$ cat config.mk
export PLATFORM = sky130hd
export DESIGN_NAME = mem_arbiter
export DESIGN_NICKNAME = d
export VERILOG_FILES = /design/src/rtl/mem_bus_pkg.sv /design/src/rtl/mem_arbiter.sv
export SDC_FILE = /design/constraint.sdc
export NUM_CORES = 1
export LEC_CHECK = 0
export ABC_AREA = 0
export ABC_CLOCK_PERIOD_IN_PS = 2200
export CORE_UTILIZATION = 37
export DETAILED_ROUTE_END_ITERATION = 10
export PLACE_DENSITY = 0.74
export SYNTH_ARGS = -nofsm -noshare
export SYNTH_HDL_FRONTEND = slang
export SYNTH_SLANG_ARGS = --single-unit
$ cat constraint.sdc
create_clock -name clk -period 2.2 [get_ports clk]
set_clock_uncertainty 0.1 [all_clocks]
set_input_delay 0.44 -clock clk [delete_from_list [all_inputs] [get_ports clk]]
set_output_delay 0.44 -clock clk [all_outputs]
set_load 0.03 [all_outputs]
$ cat src/rtl/mem_bus_pkg.sv
// Shared definitions for the MCU memory bus: default widths, arbiter states
// and the data word returned on an aborted access.
package mem_bus_pkg;

    localparam int DEF_AW = 16;
    localparam int DEF_DW = 16;

    // Read data handed back when an access is aborted; memory models reuse it.
    localparam logic [15:0] BUS_ERR_DATA = 16'hFFFF;

    typedef enum logic [1:0] {
        IDLE    = 2'd0,
        BUSY    = 2'd1,
        RELEASE = 2'd2
    } arb_state_e;

endpackage

$ cat src/rtl/mem_arbiter.sv
// Two-master arbiter for the single memory port: round-robin or fixed
// priority selection, registered bus outputs and a per-access watchdog.
module mem_arbiter
    import mem_bus_pkg::*;
#(
    parameter int AW          = DEF_AW,
    parameter int DW          = DEF_DW,
    parameter int ROUND_ROBIN = 1,
    parameter int TIMEOUT     = 255
) (
    input  logic          clk,
    input  logic          reset,
    input  logic [AW-1:0] m0_addr,
    input  logic          m0_en,
    input  logic          m0_we,
    input  logic [DW-1:0] m0_wdata,
    output logic [DW-1:0] m0_rdata,
    output logic          m0_ready,
    input  logic [AW-1:0] m1_addr,
    input  logic          m1_en,
    input  logic          m1_we,
    input  logic [DW-1:0] m1_wdata,
    output logic [DW-1:0] m1_rdata,
    output logic          m1_ready,
    output logic [AW-1:0] s_addr,
    output logic          s_en,
    output logic          s_we,
    output logic [DW-1:0] s_wdata,
    input  logic [DW-1:0] s_rdata,
    input  logic          s_ready,
    output logic [1:0]    grant,
    output logic          timeout_err
);

    localparam int CW = (TIMEOUT > 1) ? $clog2(TIMEOUT + 1) : 1;
    localparam logic [CW-1:0] CNT_LAST = (TIMEOUT > 0) ? CW'(TIMEOUT - 1) : '0;
    localparam logic [CW-1:0] CNT_MAX  = '1;

    arb_state_e    state_reg;
    logic          last_reg;
    logic [CW-1:0] cnt_reg;

    logic          any_req;
    logic          pick_m1;
    logic          abort_now;
    logic [DW-1:0] done_data;

    // Winner selection; on contention with round-robin the master that did
    // not own the bus last time goes first.
    always_comb begin
        any_req = m0_en | m1_en;
        pick_m1 = 1'b0;
        if (m1_en && !m0_en) begin
            pick_m1 = 1'b1;
        end else if (m0_en && m1_en && (ROUND_ROBIN != 0)) begin
            pick_m1 = ~last_reg;
        end
    end

    // A real acknowledge in the abort cycle takes precedence over the watchdog.
    always_comb begin
        abort_now = (TIMEOUT != 0) && (cnt_reg == CNT_LAST) && !s_ready;
        done_data = s_ready ? s_rdata : DW'(BUS_ERR_DATA);
    end

    always_ff @(posedge clk or negedge reset) begin
        if (!reset) begin
            state_reg   <= IDLE;
            last_reg    <= 1'b1;
            cnt_reg     <= '0;
            s_addr      <= '0;
            s_en        <= 1'b0;
            s_we        <= 1'b0;
            s_wdata     <= '0;
            m0_rdata    <= '0;
            m0_ready    <= 1'b0;
            m1_rdata    <= '0;
            m1_ready    <= 1'b0;
            grant       <= 2'b00;
            timeout_err <= 1'b0;
        end else begin
            case (state_reg)
                IDLE: begin
                    if (any_req) begin
                        s_addr    <= pick_m1 ? m1_addr  : m0_addr;
                        s_we      <= pick_m1 ? m1_we    : m0_we;
                        s_wdata   <= pick_m1 ? m1_wdata : m0_wdata;
                        s_en      <= 1'b1;
                        grant     <= pick_m1 ? 2'b10 : 2'b01;
                        cnt_reg   <= '0;
                        state_reg <= BUSY;
                    end
                end
                BUSY: begin
                    if (s_ready || abort_now) begin
                        if (grant[1]) begin
                            m1_rdata <= done_data;
                            m1_ready <= 1'b1;
                        end else begin
                            m0_rdata <= done_data;
                            m0_ready <= 1'b1;
                        end
                        timeout_err <= abort_now;
                        s_en        <= 1'b0;
                        s_we        <= 1'b0;
                        last_reg    <= grant[1];
                        state_reg   <= RELEASE;
                    end else if (cnt_reg != CNT_MAX) begin
                        cnt_reg <= cnt_reg + 1'b1;
                    end
                end
                RELEASE: begin
                    m0_ready    <= 1'b0;
                    m1_ready    <= 1'b0;
                    timeout_err <= 1'b0;
                    grant       <= 2'b00;
                    state_reg   <= IDLE;
                end
                default: begin
                    state_reg <= IDLE;
                end
            endcase
        end
    end

endmodule

* Word level (Yosys, flattened, before mapping) *
Index checks and enable logic that the tools add are counted.
Widths: inputs -> output; s select.

operators by class
  shifts and indexed selects = 0
  multiplexer cells = 29
  equality and inequality tests = 10
  bitwise gates (word level) = 3
  $lt $le $gt $ge = 0
  div/mod/pow operators = 0
  $add $sub $neg = 1
  $mul = 0
  reduce and logical (&&, ||, !) cells = 21

operators by type and width
  cell                 number
  $mux 16              3
  $mux 8               3
  $pmux 8 s2           1
  $reduce_and 3->1     5
  $ne 2x2->1 const B   6
  $mux 1               11
  $pmux 1 s2           5
  $reduce_and 2->1     5
  $add 8x1->8 const B  1
  $eq 8x8->1 const B   1
  $mux 2               4
  $ne 8x8->1 const B   1
  $pmux 2 s2           2
  $reduce_bool 2->1    3
  $reduce_and 4->1     1
  $logic_and 1x1->1    3
  $eq 2x1->1 const B   1
  $eq 2x2->1 const B   1
  $logic_not 1->1      2
  $logic_not 2->1      1
  $not 1->1            2
  $logic_or 1x1->1     1
  $or 1x1->1           1

word-level totals
  bits in latches = 0
  register bits = 82
  bits in writable memories = 0
  output and inout bits = 71
  word-level logic and storage cells = 77
  ROM bits = 0
  memories = 0
  input port bits = 87

* Logic depth before layout (Yosys ltp) *
Gate-level depths: netlist of run 1.

  depth after elaboration = 6
  gate-level depth with buffers = 7
  mapped depth without buffers = 6

* Worst setup path after synthesis of run 1 *
No wires, ideal clock.

  path kind = register to register
  from = register cnt_reg[0]
  to = register m1_rdata[10]
  required time = 2.027 ns
  setup time = 0.073 ns
  cell stages (with the launch flop) = 8
  setup slack = 0.424 ns
  path buffers = 1
  arrival time = 1.603 ns
  cells stage by stage = dfrtp_1 inv_1 ha_1 nand3_1 o21a_4 nor3b_4 buf_6 a2bb2oi_2

on the way
  word-level cells in the longest chain between the ends = 4

ends and longest elaborated chain
  what                               RTL line            RTL
  start, declared                    mem_arbiter.sv:41   logic [CW-1:0] cnt_reg;
  start signal, assigned             mem_arbiter.sv:109  cnt_reg <= cnt_reg + 1'b1;
  $eq 8x8->1                         mem_arbiter.sv:62   abort_now = (TIMEOUT != 0) && (cnt_reg == CNT_LAST) && !s_ready;
  $logic_and 1x1->1                  mem_arbiter.sv:62
  $logic_or 1x1->1                   mem_arbiter.sv:95   if (s_ready || abort_now) begin
  $reduce_and 3->1 (no source line)  n/a
  end signal, assigned               mem_arbiter.sv:97   m1_rdata <= done_data;
  end, declared                      mem_arbiter.sv:23   output logic [DW-1:0] m1_rdata,

Every way passes these cells.
A chain may end at the register's enable or synchronous reset.

* Worst setup path after layout of run 1 *
  from = register timeout_err
  to = output timeout_err

RTL lines
  what                    RTL line            RTL
  start, declared         mem_arbiter.sv:32   output logic timeout_err
  start signal, assigned  mem_arbiter.sv:103  timeout_err <= abort_now;

No word-level cell between the ends.

==> impl_metrics.toml, run 1 <==
[power_and_ir_drop]
p_per_area_nw_per_um2 = 1430
ir_drop_v = 0.000883
power.total_w = 0.00813
p_leak_nw = 2.40

[yosys]
yosysSeqAreaShare = 0.560
synth.most_common_cell = "dfrtp_1"
ys.flop_type = "dfrtp_1"
ys_top_cells_by_area = "dfrtp_1, mux2i_1, o21ai_0, o32a_1, nand2_1"
synth.distinct_cells = 33
synth_nets = 412
synth_edf_count = 0
synth_top_area_cell = "dfrtp_1"
netlist_area_um2 = 3660
synth-seq-cells = 82
ys_top_cells_by_count = "dfrtp_1, o21ai_0, nand2_1, mux2i_1, nor2_1"
synthCells = 323
syn-mean-instance-area_um2 = 11.3
synth_async_sr_flop_share = 1.00
yosys_warnings = 0
synth.top_cell.area_share = 0.553

[setup_path]
slowest_delay_ns = 0.70
end_kind = "output port"
critPathArrivalTime_ns = 1.44
start_kind = "flip-flop"
reg2reg_slack_ns = 0.36
reg2reg_from = "cnt_reg[0]"
crit_buf_inv = 1
path_cells = "clkdlybuf4s50_1"
crit_required_ns = 1.66
crit_type = "reg2out"
cp_top_family = "buffers and inverters"
cp_slowest_cell = "clkdlybuf4s50_1"
r2r_cells = 7
cp_max_fo = 3
timing.rr.end = "m1_rdata[5]"

[timing]
slew_violations = 0
fin_crit_sh = 0.899
relSlewSlack = 0.706
rsz0062_at_grt = "no"
whs_ns = 0.384
hold_viol = 0
max_freq_mhz = 505
setup_viol = 0
tightest_slew_ns = 0.441
finalCriticalPeriod_ns = 1.98
setup_tns_ns = 0

[min_path]
hp-class = "reg2reg"
worst_hold_startpoint = "m0_ready"
hold_end = "m0_ready"
worstHoldPathCells = 1

[clocking]
clk_latency_ns = 0.35
clk_path_buf_depth = 2
htreeDepth = 3
post_cts_buffers = 0
cts_tree = "yes"
cts_root_buffer = "clkbuf_8"
numCtsBuffers = 9
cts_sinks = 82
clkTransAtPathRegs_ns = 0.09

[die]
die_x_um = 102
start_util = 0.389
placementRows = 35
core_um2 = 9420
die_h_um = 102
ioPinCount = 158
die_area_um2 = 10300

[place]
gp_congestion = 0.810
dp_hpwl_mm = 7.06
portBuffers = 157

[finish]
layout.nets = 574
seq_area_um2 = 2050
fillCellCount = 776
area_delta_synth_final_pct = 55.7
drive_gt1_frac = 0.100
diodes = 0
multi_input_area_um2 = 1500

[drt]
wl_met3_um = 646
firstDrtPassIters = 4
wire_per_inst_um = 15.7
vias_per_cell = 5.01
wl_met2_mm = 4.72
wl_met1_mm = 4.24
ant_nets = 0
dr.max_layer_used = "met4"
drt_iter0_drc = 128
drcViolationCount = 0
dr_total_vias = 3104
drt-total-wl_mm = 9.69

[run]
cap_violations = 0

[global_route]
grt_pass1_wl_mm = 14.9
grt_usage = 0.188
grt_start_max_net_pins = 43
grt_pass1_vias = 2989
grt.overflow.total = 0
antenna_found_initial = 0

[run_status]
status = "finished clean"
## cell families after synthesis
kind of cell	synth area share
buffers and inverters	0.0369
xor gates and xnor gates	0.00239
DFF	0.560
muxes	0.0956
and+or+nand+nor	0.102
AOI/OAI and AO/OA	0.196
adders and majority gates	0.00683
## how the worst max path moves through the flow
stage,from,end,slack [ns],depth (start not counted)
final,timeout_err,timeout_err,0.22,1
after global routing,m1_rdata[9],m1_rdata[9],0.16,1
after CTS,timeout_err,timeout_err,0.20,1
after detailed placement,m0_en,s_addr[10],0.11,5
after global placement,m0_en,s_addr[10],0.14,5
after floorplan,cnt_reg[0],m1_rdata[10],0.42,7
## what timing repair did
| item | in CTS | in global routing |
|---|---|---|
| hold endpoints to repair | 30 | 0 |
| gates resized for setup | 0 | 0 |
| hold buffers | 1 | 0 |
## final cells by class
type / instances / share of cell area
inverter: 9 / 0.00592
clock buffer: 10 / 0.0241
multi-input combinational: 209 / 0.263
tap: 129 / 0.0283
timing repair buffer: 174 / 0.306
sequential: 82 / 0.360
clock inverter: 6 / 0.0127
## layout by cell type, fill, tap and decap left out, types with 4 or more instances in the layout
cell type | netlist | routed
a21o_1 | 4 | 4
o21ai_0 | 38 | 37
inv_1 | 9 | 9
clkdlybuf4s50_1 | 0 | 155
a2bb2oi_2 | 8 | 8
o211ai_1 | 5 | 5
nand3_1 | 14 | 14
nor2_1 | 20 | 20
clkbuf_8 | 0 | 10
dfrtp_1 | 81 | 81
nand2_1 | 37 | 37
o32a_1 | 17 | 17
mux2i_1 | 35 | 35
buf_4 | 0 | 14
a2bb2oi_1 | 8 | 8
buf_12 | 0 | 4
## per-layer routing
layer	up-vias	GRT usage
met4	0	0.0580
li1	1497	-
met2	101	0.314
met3	9	0.0442
met5	-	0
met1	1497	0.241
## where the power goes
part	internal (W)	switching [W]
sequential	0.00218	0.000406
clock	0.000572	0.000574
combinational	0.00192	0.00248
## stage by stage
step           instances  worst slack (ns)   util  cell area (um2)
2_1_floorplan        323             0.424      -             3660
3_3_place_gp         602             0.140  0.582             5480
3_5_place_dp         602             0.112  0.582             5480
4_1_cts              619             0.198  0.606             5700
5_1_grt              619             0.162  0.606             5700
6_report             619             0.221  0.606             5700
Power figures use the tool's default switching activity.
==> run 2: changes to the inputs <==
--- a/config.mk
+++ b/config.mk
@@ -7,6 +7,7 @@
 export LEC_CHECK = 0
 export ABC_AREA = 0
 export ABC_CLOCK_PERIOD_IN_PS = 2200
+export CAP_MARGIN = 20
 export CORE_UTILIZATION = 37
 export DETAILED_ROUTE_END_ITERATION = 10
 export PLACE_DENSITY = 0.74
==> results of run 2 <==
The final DEF is identical to that of run 1; final timing and power are the same.
